<file path="config.mk">
export PLATFORM = sky130hd
export DESIGN_NAME = pc_fetch_unit
export DESIGN_NICKNAME = d
export VERILOG_FILES = /design/src/rtl/pc_fetch_unit.sv
export SDC_FILE = /design/constraint.sdc
export NUM_CORES = 1
export LEC_CHECK = 0
export CORE_UTILIZATION = 45
export CTS_BUF_LIST = sky130_fd_sc_hd__clkbuf_8
export DETAILED_ROUTE_END_ITERATION = 7
export PLACE_DENSITY_LB_ADDON = 0.12
export SYNTH_ARGS = -nofsm -noshare
export SYNTH_HDL_FRONTEND = slang
export SYNTH_SLANG_ARGS = --single-unit
</file>
<file path="constraint.sdc">
create_clock -name clk -period 5.4 [get_ports clk]
set_clock_uncertainty 0.15 [all_clocks]
set_input_delay 1.08 -clock clk [delete_from_list [all_inputs] [get_ports clk]]
set_output_delay 1.08 -clock clk [all_outputs]
set_load 0.005 [all_outputs]
</file>
<file path="src/rtl/pc_fetch_unit.sv">
// Program-counter fetch unit: issues one instruction-memory request per PC, holds the
// returned word for the core, and redirects to next_PC when the core consumes it.
module pc_fetch_unit #(
  parameter logic [31:0] RESET_PC = 32'h0000_0000
) (
  input  logic        clk,
  input  logic        reset,
  output logic        imem_req,
  output logic [31:0] imem_addr,
  input  logic        imem_ack,
  input  logic [31:0] imem_rdata,
  output logic        inst_valid,
  output logic [31:0] inst,
  output logic [31:0] inst_pc,
  output logic [31:0] PC_plus4,
  input  logic        inst_ready,
  input  logic [31:0] next_PC,
  output logic        misalign,
  output logic [31:0] retire_count
);

  typedef enum logic [1:0] {
    IDLE  = 2'd0,
    FETCH = 2'd1,
    VALID = 2'd2,
    HALT  = 2'd3
  } state_t;

  state_t      state;
  state_t      state_next;
  logic [31:0] pc;
  logic        capture;
  logic        consume;

  // NOTE: sequential state uses non-blocking assignments so every register samples
  // the values from before the edge, independent of block ordering.
  always_ff @(posedge clk or posedge reset) begin
    if (reset) begin
      state <= IDLE;
    end else begin
      state <= state_next;
    end
  end

  // NOTE: every output of this block gets a default first, so no path leaves a
  // variable unassigned and no latch is inferred.
  always_comb begin
    state_next = state;
    capture    = 1'b0;
    consume    = 1'b0;
    case (state)
      IDLE: state_next = FETCH;
      FETCH: begin
        if (imem_ack) begin
          capture    = 1'b1;
          state_next = VALID;
        end
      end
      VALID: begin
        if (inst_ready) begin
          consume    = 1'b1;
          state_next = (next_PC[1:0] == 2'b00) ? FETCH : HALT;
        end
      end
      HALT:    state_next = HALT;
      default: state_next = IDLE;
    endcase
  end

  // Acks outside FETCH and ready outside VALID never raise capture/consume.
  always_ff @(posedge clk or posedge reset) begin
    if (reset) begin
      pc           <= RESET_PC;
      inst         <= 32'h0000_0000;
      inst_pc      <= RESET_PC;
      misalign     <= 1'b0;
      retire_count <= 32'h0000_0000;
    end else begin
      if (capture) begin
        inst    <= imem_rdata;
        inst_pc <= pc;
      end
      if (consume) begin
        pc           <= next_PC;
        retire_count <= retire_count + 32'd1;
        if (next_PC[1:0] != 2'b00) begin
          misalign <= 1'b1;
        end
      end
    end
  end

  assign imem_req   = (state == FETCH);
  assign imem_addr  = pc;
  assign inst_valid = (state == VALID);
  assign PC_plus4   = inst_pc + 32'd4;

endmodule

</file>
==> results.toml, run 1 <==
[critical_path]
crit_required_ns = 4.17
arrival_ns = 2.80
cp-end-kind = "output pin"
cp_max_fo = 9
startpoint_type = "flop"
worstSetupPathType = "flop to output pin"

[detailed_routing]
drt_iter0_markers = 240
vias = 4669
via_per_inst = 5.042
drtAntennaViolNets = 0
wl_per_cell_um = 16.56
wl_um = 15340
first_pass_iters = 4
drc_errors = 0

[yosys]
synth_top_family_by_area = "simple AND/OR/NAND/NOR gates"
synth_nets = 581
synth_area_sq_um = 5783
postSynthCellCount = 511
yosys.area_share.simple_pct = 18.61
ys_seq_elements = 131
synthMuxAreaShare_pct = 12.46
synth_cell_types = 35
synth-edff-count = 0
yosys-top-cells-area = "dfrtp_1 (57%), mux2_2 (12%), nand2_1 (7.6%)"
synth_fa_ha_area_share_pct = 0.4327
async_flop_share_pct = 100.0
synthFlopType = "dfrtp_1"
synth_compound_area_share_pct = 0.4543
syn_avg_cell_area_sq_um = 11.32
seq_area_frac_synth_pct = 56.69
synth_xor_area_share_pct = 8.936
synth_warnings = 0
synth_top_area_cell = "dfrtp_1"
yosys.area.top_type_share_pct = 56.69

[global_routing]
grt_overflow = 0
antenna_found_initial = 0
grtUsageTotal_pct = 23.92
grt_max_degree = 80
grt_pass1_vias = 4656
grt_pass1_wl_um = 24010

[hold_path]
worstHoldPathType = "flop to flop"

[run]
cap_violations = 0

[clock_tree]
cts_tree = "done"
cts.path.max_buffers = 2
htreeDepth = 4
clkTransAtPathRegs_ns = 0.06
cts_resized = 0
post_cts_buffers = 0
cts.sinks = 131
cts_buffers = 17
root_buffer = "clkbuf_8"
clk_latency_ns = 0.42
cts_hold_buf = 0

[place]
port_buffers = 230
dp_cells = 898
place.gp.congestion = 0.8464
hpwl_um = 11220

[layout]
syn_to_final_growth_pct = 47.64
drive_gt1_share_pct = 13.00
antennaDiodeCount = 0
nets = 815
finalNonFillerCells = 926

[run_status]
status = "completed"

[timing]
worstMarginPinSlew_ns = 0.9721
finalSetupViolCount = 0
fmax_mhz = 248.3
slew_viol_final = 0
rsz0062_at_grt = "false"
relSlewSlack_pct = 35.19
tns_ns = 0
min_period_over_period_pct = 74.57
fin_crit_ns = 4.027
finalHoldViolCount = 0

[floorplan]
rows = 41
fp.dieH_um = 115.4
ios = 231
start_util_pct = 46.01
dieArea_sq_um = 13310
die-width_um = 115.4
core_sq_um = 12570

[pwr]
vdd_drop_max_mv = 0.1429
power.total_mw = 2.564
power_density_nw_per_um2 = 300.3
p_leak_nw = 3.911
cells in the mapped netlist (2+ instances only):
cell      instances
and3_1           11
and4_1            5
buf_2             7
buf_4             2
clkbuf_1          9
dfrtp_1         131
ha_1              2
inv_1            11
mux2_2           64
nand2_1         117
nand3_1          15
nand3_2           2
nand3b_1          2
nand4_1          21
nor2_1           16
nor3_1           16
nor4_1            3
nor4_2            2
or3_1             2
xnor2_1          32
xor2_1           27
metrics by stage:
| stage | hold WS (ns) | worst slack [ns] | util [%] | area, sq um |
|---|---|---|---|---|
| 2_1_floorplan | 0.3178 | 0.6723 | - | 5783 |
| 3_3_place_gp | 0.3148 | 1.892 | 65.58 | 8243 |
| 3_5_place_dp | 0.3155 | 1.829 | 65.58 | 8243 |
| 4_1_cts | 0.3254 | 1.350 | 67.93 | 8538 |
| 5_1_grt | 0.3486 | 1.196 | 67.93 | 8538 |
| 6_report | 0.3210 | 1.373 | 67.93 | 8538 |
metal layers:
| layer | share of wire, % | global-route usage [%] | vias to the layer above |
|---|---|---|---|
| li1 | - | - | 2192 |
| met1 | 41 | 28.77 | 2300 |
| met2 | 52 | 40.80 | 157 |
| met3 | 6.0 | 6.537 | 20 |
| met4 | 1.6 | 9.351 | 0 |
| met5 | 0 | 0 | - |
critical path: stages, from the launching register on:
cell	delay [ns]
dfrtp_1	0.43
ha_1	0.22
nand3_1	0.17
or3_1	0.53
nor3_1	0.31
xor2_1	0.19
clkdlybuf4s50_1	0.52
placed cells by master (no fill, tap or decap), types with 3 or more instances in the layout:
master             n
and3_1            11
and4_1             5
buf_4              5
clkbuf_8          19
clkdlybuf4s50_1  230
dfrtp_1          131
inv_1             19
mux2_2            64
nand2_1          117
nand3_1           15
nand4_1           21
nor2_1            16
nor3_1            16
nor4_1             3
xnor2_1           32
xor2_1            27
final timing paths:
check,start,to,slack [ns],depth (start not counted)
setup / recovery,inst_pc[3],PC_plus4[22],1.37,6
hold / removal,retire_count[31],retire_count[31],0.32,1
setup reg to reg,state[0],retire_count[15],3.12,5
hold reg to reg,retire_count[31],retire_count[31],0.32,1
max in group asynchronous,reset,misalign,3.05,3
min in group asynchronous,reset,inst[16],1.07,2
cell type report:
class	instances	area, sq um
clock buffers	19	261.5
clock inverters	9	33.78
fillers	972	4030
inverters	11	43.79
multi-input cells	349	2366
flip-flops and latches	131	3278
well taps	172	215.2
repair buffers	235	2340
cell families (layout without fill, tap and decap cells):
family	after synthesis	in the layout
AO/OA/AOI/OAI	4	4
adder cells (fa/ha/maj)	2	2
AND/OR/NAND/NOR	220	220
flip-flops	131	131
XOR/XNOR	59	59
multiplexers	64	64
buffers and inverters	31	274
flip-flops by register name, summed over array words and instances (netlist names):
register,count
misalign,1
inst_pc,32
imem_addr,32
inst,32
retire_count,32
state,2
where the power goes:
part / internal (mW) / switching, mW
logic: 0.446 / 0.204
registers: 1.14 / 0.131
clock network: 0.316 / 0.326
Note: power is estimated with default switching activity, not from simulation.
==> inputs of run 2 (changes only) <==
==> constraint.sdc (replaced) <==
create_clock -name clk -period 3.71 [get_ports clk]
set_clock_uncertainty 0.15 [all_clocks]
set_input_delay 0.742 -clock clk [delete_from_list [all_inputs] [get_ports clk]]
set_output_delay 0.742 -clock clk [all_outputs]
set_load 0.005 [all_outputs]
==> run 2 against run 1 <==
  * Via count down 0.51%
  * Utilization increased by 1.6 points
  * Wire length shrank 0.90%
  * Largest power group unchanged
  * Sequential cell count did not move
==> results.toml, run 2 (synthesis gave the netlist of run 1 again) <==
[pwr]
vdd_drop_max_mv = 0.2528
power_density_nw_per_um2 = 460.2
power.total_mw = 4.022
p_leak_nw = 3.963

[layout]
drive_gt1_share_pct = 15.90
final_core_util_pct = 69.55
antennaDiodeCount = 0
fill_cells = 979
final_cell_mix = "clkdlybuf4s50_1 (230), dfrtp_1 (130), nand2_1 (117)"
nets = 818
layout_commonest_cell = "clkdlybuf4s50_1"
syn_to_final_growth_pct = 51.15

[global_routing]
grtUsageTotal_pct = 23.97
grt_max_degree = 65
antenna_found_initial = 0
grt_overflow = 0
grt_pass1_vias = 4682
grt_pass1_wl_um = 24030

[hold_path]
holdPathEnd = "retire_count[31]"
min_from = "retire_count[31]"
worstHoldPathType = "flop to flop"
hold_depth = 1

[critical_path]
r2r_cells = 5
worstSetupPathType = "flop to output pin"
r2r_slack_ns = 1.69
crit_family = "simple AND/OR/NAND/NOR gates"
crit_slowest_cell = "or3_4"
startpoint = "inst_pc[11]"
arrival_ns = 2.65
cp-end-kind = "output pin"
startpoint_type = "flop"
slowest_delay_ns = 0.52
cp_max_fo = 9
reg2reg_to = "retire_count[28]"
path_cells = "nand4_1 -> or3_4 -> nor4_4 -> xor2_1 -> clkdlybuf4s50_1"
crit_required_ns = 2.82
path_buf_inv = 1
timing.rr.start = "retire_count[0]"

[timing]
finalSetupViolCount = 0
slew_viol_final = 0
tns_ns = 0
rsz0062_at_grt = "false"
fin_crit_ns = 3.547
fmax_mhz = 281.9
relSlewSlack_pct = 46.16
hold_ws_ns = 0.3267
worstMarginPinSlew_ns = 0.8059
worst_slack_ns = 0.1631
min_period_over_period_pct = 95.60
finalHoldViolCount = 0

[floorplan]
ios = 231
fp.dieH_um = 115.4
rows = 41
die-width_um = 115.4
core_sq_um = 12570
start_util_pct = 46.01
dieArea_sq_um = 13310

[clock_tree]
cts_buffers = 17
cts.path.max_buffers = 2
clkTransAtPathRegs_ns = 0.07
clk_latency_ns = 0.44
cts_tree = "done"
cts.sinks = 131
htreeDepth = 4
root_buffer = "clkbuf_8"

[detailed_routing]
wl_per_cell_um = 16.29
drc_errors = 0
first_pass_iters = 6
vias = 4645
via_per_inst = 4.979
wl_um = 15200
drt_iter0_markers = 182
drtAntennaViolNets = 0

[place]
preCtsSetupSlack_ns = 0.4455
port_buffers = 230
place.gp.congestion = 0.8637
hpwl_um = 11340

[run_status]
status = "completed"

[run]
cap_violations = 0
run 2: changes by cell type in the layout (fill, tap and decap cells not counted), moves of 2 or more:
cell,previous run,this run
inv_1,19,11
clkinv_2,0,7
bufinv_16,0,3
nor3_1,16,13
nor3_2,0,3
or3_4,0,3
buf_12,0,2
clkinvlp_4,0,2
or3_1,2,0
run 2: area by class of cell:
type | instances | area [sq um] | share of cell area (%)
Multi-Input combinational cell | 350 | 2410 | 27.57
Clock buffer | 20 | 275.3 | 3.149
Timing Repair Buffer | 237 | 2380 | 27.23
Inverter | 11 | 45.04 | 0.5153
Clock inverter | 12 | 136.4 | 1.560
Tap cell | 172 | 215.2 | 2.462
Sequential cell | 131 | 3279 | 37.52
run 2: worst max-delay path by stage:
stage	endpoint	slack, ns	cells past startpoint
2_1_floorplan	imem_addr[0]	1.19	1
3_3_place_gp	PC_plus4[20]	0.57	6
3_5_place_dp	PC_plus4[20]	0.45	6
4_1_cts	PC_plus4[31]	0.06	5
5_1_grt	PC_plus4[31]	0.007	5
6_report	PC_plus4[31]	0.16	5
run 2: through the flow:
stage               instance area, sq um  cells
finish                              8741    933
global route                        8741    933
CTS                                 8701    932
detailed placement                  8284    900
global placement                    8284    900
floorplan                           5787    511
run 2: metal layers:
layer | vias to the layer above | share of wire (%) | track usage (%)
met4 | 0 | 3.2 | 12.03
met1 | 2253 | 40 | 28.70
met3 | 35 | 5.8 | 6.168
met2 | 156 | 51 | 40.08
met5 | - | 0 | 0
li1 | 2201 | - | -
run 2: what timing repair did:
item	in CTS	in global routing
buffers inserted	0	0
resized for setup	1	8
cloned	0	1
pin swaps	0	2
setup endpoints to repair	2	7
endpoints found under the hold margin	0	0
hold buffers	0	0
run 2: power by group:
group | switching [mW] | internal (mW) | total [mW] | leakage (nW)
Combinational | 0.293 | 0.652 | 0.946 | 2.02
Clock | 0.521 | 0.706 | 1.23 | 0.219
Sequential | 0.189 | 1.66 | 1.85 | 1.72
Total | 1.00 | 3.02 | 4.02 | 3.96
==> inputs of run 3 (changes only) <==
==> constraint.sdc (replaced) <==
create_clock -name clk -period 4.01 [get_ports clk]
set_clock_uncertainty 0.15 [all_clocks]
set_input_delay 0.802 -clock clk [delete_from_list [all_inputs] [get_ports clk]]
set_output_delay 0.802 -clock clk [all_outputs]
set_load 0.005 [all_outputs]
==> run 3 against run 2 <==
  * Die area is the same
  * Via count grew 0.86%
  * Setup slack better by 0.14 ns
  * Register-to-register slack better by 0.31 ns
  * Clock power down 9.8%
  * Critical path depth rose by 1
  * Sequential cell count is the same
  * Sequential power decreased by 8%
  * Sequential share of layout area up 0.31 points
  * Wire length grew 0.96%
  * Clock-buffer cell count is 3 higher
==> results.toml, run 3 (synthesis gave the netlist of run 1 again) <==
[run_status]
status = "completed"

[clock_tree]
post_cts_buffers = 0
cts.path.max_buffers = 2
clkTransAtPathRegs_ns = 0.07
cts_buffers = 17
htreeDepth = 4
root_buffer = "clkbuf_8"
cts_resized = 0
cts.sinks = 131
clk_latency_ns = 0.44
cts_hold_buf = 0
cts_tree = "done"

[place]
place_area_sq_um = 8269
preCtsSetupSlack_ns = 0.7608
hpwl_um = 11350
place.gp.congestion = 0.8525
dp_cells = 898
port_buffers = 230

[timing]
finalSetupViolCount = 0
worstMarginPinSlew_ns = 0.6548
finalHoldViolCount = 0
fmax_mhz = 269.6
slew_viol_final = 0
min_period_over_period_pct = 92.49
fin_crit_ns = 3.709
tns_ns = 0
worst_slack_ns = 0.3012
rsz0062_at_grt = "false"
hold_ws_ns = 0.3296
relSlewSlack_pct = 55.94

[detailed_routing]
wl_per_cell_um = 16.53
drc_errors = 0
drt_iter0_markers = 190
vias = 4685
drtAntennaViolNets = 0
wl_um = 15340
via_per_inst = 5.048
first_pass_iters = 6

[global_routing]
grt_pass1_vias = 4603
antenna_found_initial = 0
grtUsageTotal_pct = 23.84
grt_overflow = 0
grt_max_degree = 79
grt_pass1_wl_um = 23780

[layout]
layout_commonest_cell = "clkdlybuf4s50_1"
postLayoutCellArea_sq_um = 8667
antennaDiodeCount = 0
finalNonFillerCells = 928
drive_gt1_share_pct = 14.02
nets = 815
final_core_util_pct = 68.96
syn_to_final_growth_pct = 49.87
final_cell_mix = "clkdlybuf4s50_1 (230), dfrtp_1 (131), nand2_1 (117)"

[pwr]
cellInternalPower_mw = 2.775
p_sw_uw = 919.8
swShare_pct = 24.89
power_density_nw_per_um2 = 426.3
seqPwrFrac_pct = 46.3
power.total_mw = 3.695
p_comb_share_pct = 23.8
vdd_drop_max_mv = 0.2003
p_leak_nw = 3.951
p_clk_share_pct = 29.9

[critical_path]
cp_max_fo = 9
cp-end-kind = "output pin"
crit_required_ns = 3.06
arrival_ns = 2.76
startpoint_type = "flop"
worstSetupPathType = "flop to output pin"

[floorplan]
start_util_pct = 46.01
dieArea_sq_um = 13310
core_sq_um = 12570
die-width_um = 115.4
rows = 41
ios = 231
fp.dieH_um = 115.4

[hold_path]
worstHoldPathType = "flop to flop"

[run]
cap_violations = 0
run 3: cell types whose count changed in the layout (fill, tap and decap cells not counted), sizes merged:
cell | previous run | this run
buf | 7 | 5
bufinv | 3 | 2
clkbuf | 20 | 23
clkinv | 7 | 2
clkinvlp | 2 | 1
inv | 11 | 13
or3 | 3 | 2
run 3: final cells by class:
| cell class | instances | area, sq um |
|---|---|---|
| clock buffer | 23 | 316.6 |
| inverter | 11 | 45.04 |
| fill | 970 | 3901 |
| timing repair buffer | 235 | 2365 |
| multi-input combinational | 349 | 2366 |
| tap | 172 | 215.2 |
| clock inverter | 7 | 81.33 |
| sequential | 131 | 3278 |
run 3: path summary, 6_finish.rpt:
path / startpoint / end / slack, ns / cells after the start
setup / recovery: inst_pc[2] / PC_plus4[26] / 0.30 / 6
hold / removal: misalign / misalign / 0.33 / 1
setup reg to reg: state[0] / retire_count[15] / 2.00 / 4
hold reg to reg: misalign / misalign / 0.33 / 1
max in group asynchronous: reset / inst_pc[21] / 2.25 / 3
min in group asynchronous: reset / retire_count[8] / 0.66 / 2
run 3: per-layer routing:
layer | wire length, um | track usage, % | vias up
met2 | 7904 | 40.68 | 164
met3 | 826 | 6.642 | 34
met4 | 363 | 9.091 | 0
li1 | - | - | 2199
met5 | 0 | 0 | -
met1 | 6248 | 28.64 | 2288
run 3: worst max-delay path, cell delays in order (launching register included):
cell	delay (ns)
dfrtp_1	0.44
ha_1	0.21
nand3_1	0.17
or3_1	0.53
nor3_1	0.26
xor2_1	0.18
clkdlybuf4s50_1	0.52
run 3: power by group through the flow:
stage / registers [mW] / clock network, mW / logic (mW)
global route: 1.74 / 1.20 / 0.948
finish: 1.71 / 1.11 / 0.879
floorplan: 1.72 / 0 / 0.230
global placement: 1.72 / 0 / 0.873
CTS: 1.71 / 1.14 / 0.892
detailed placement: 1.73 / 0 / 0.888
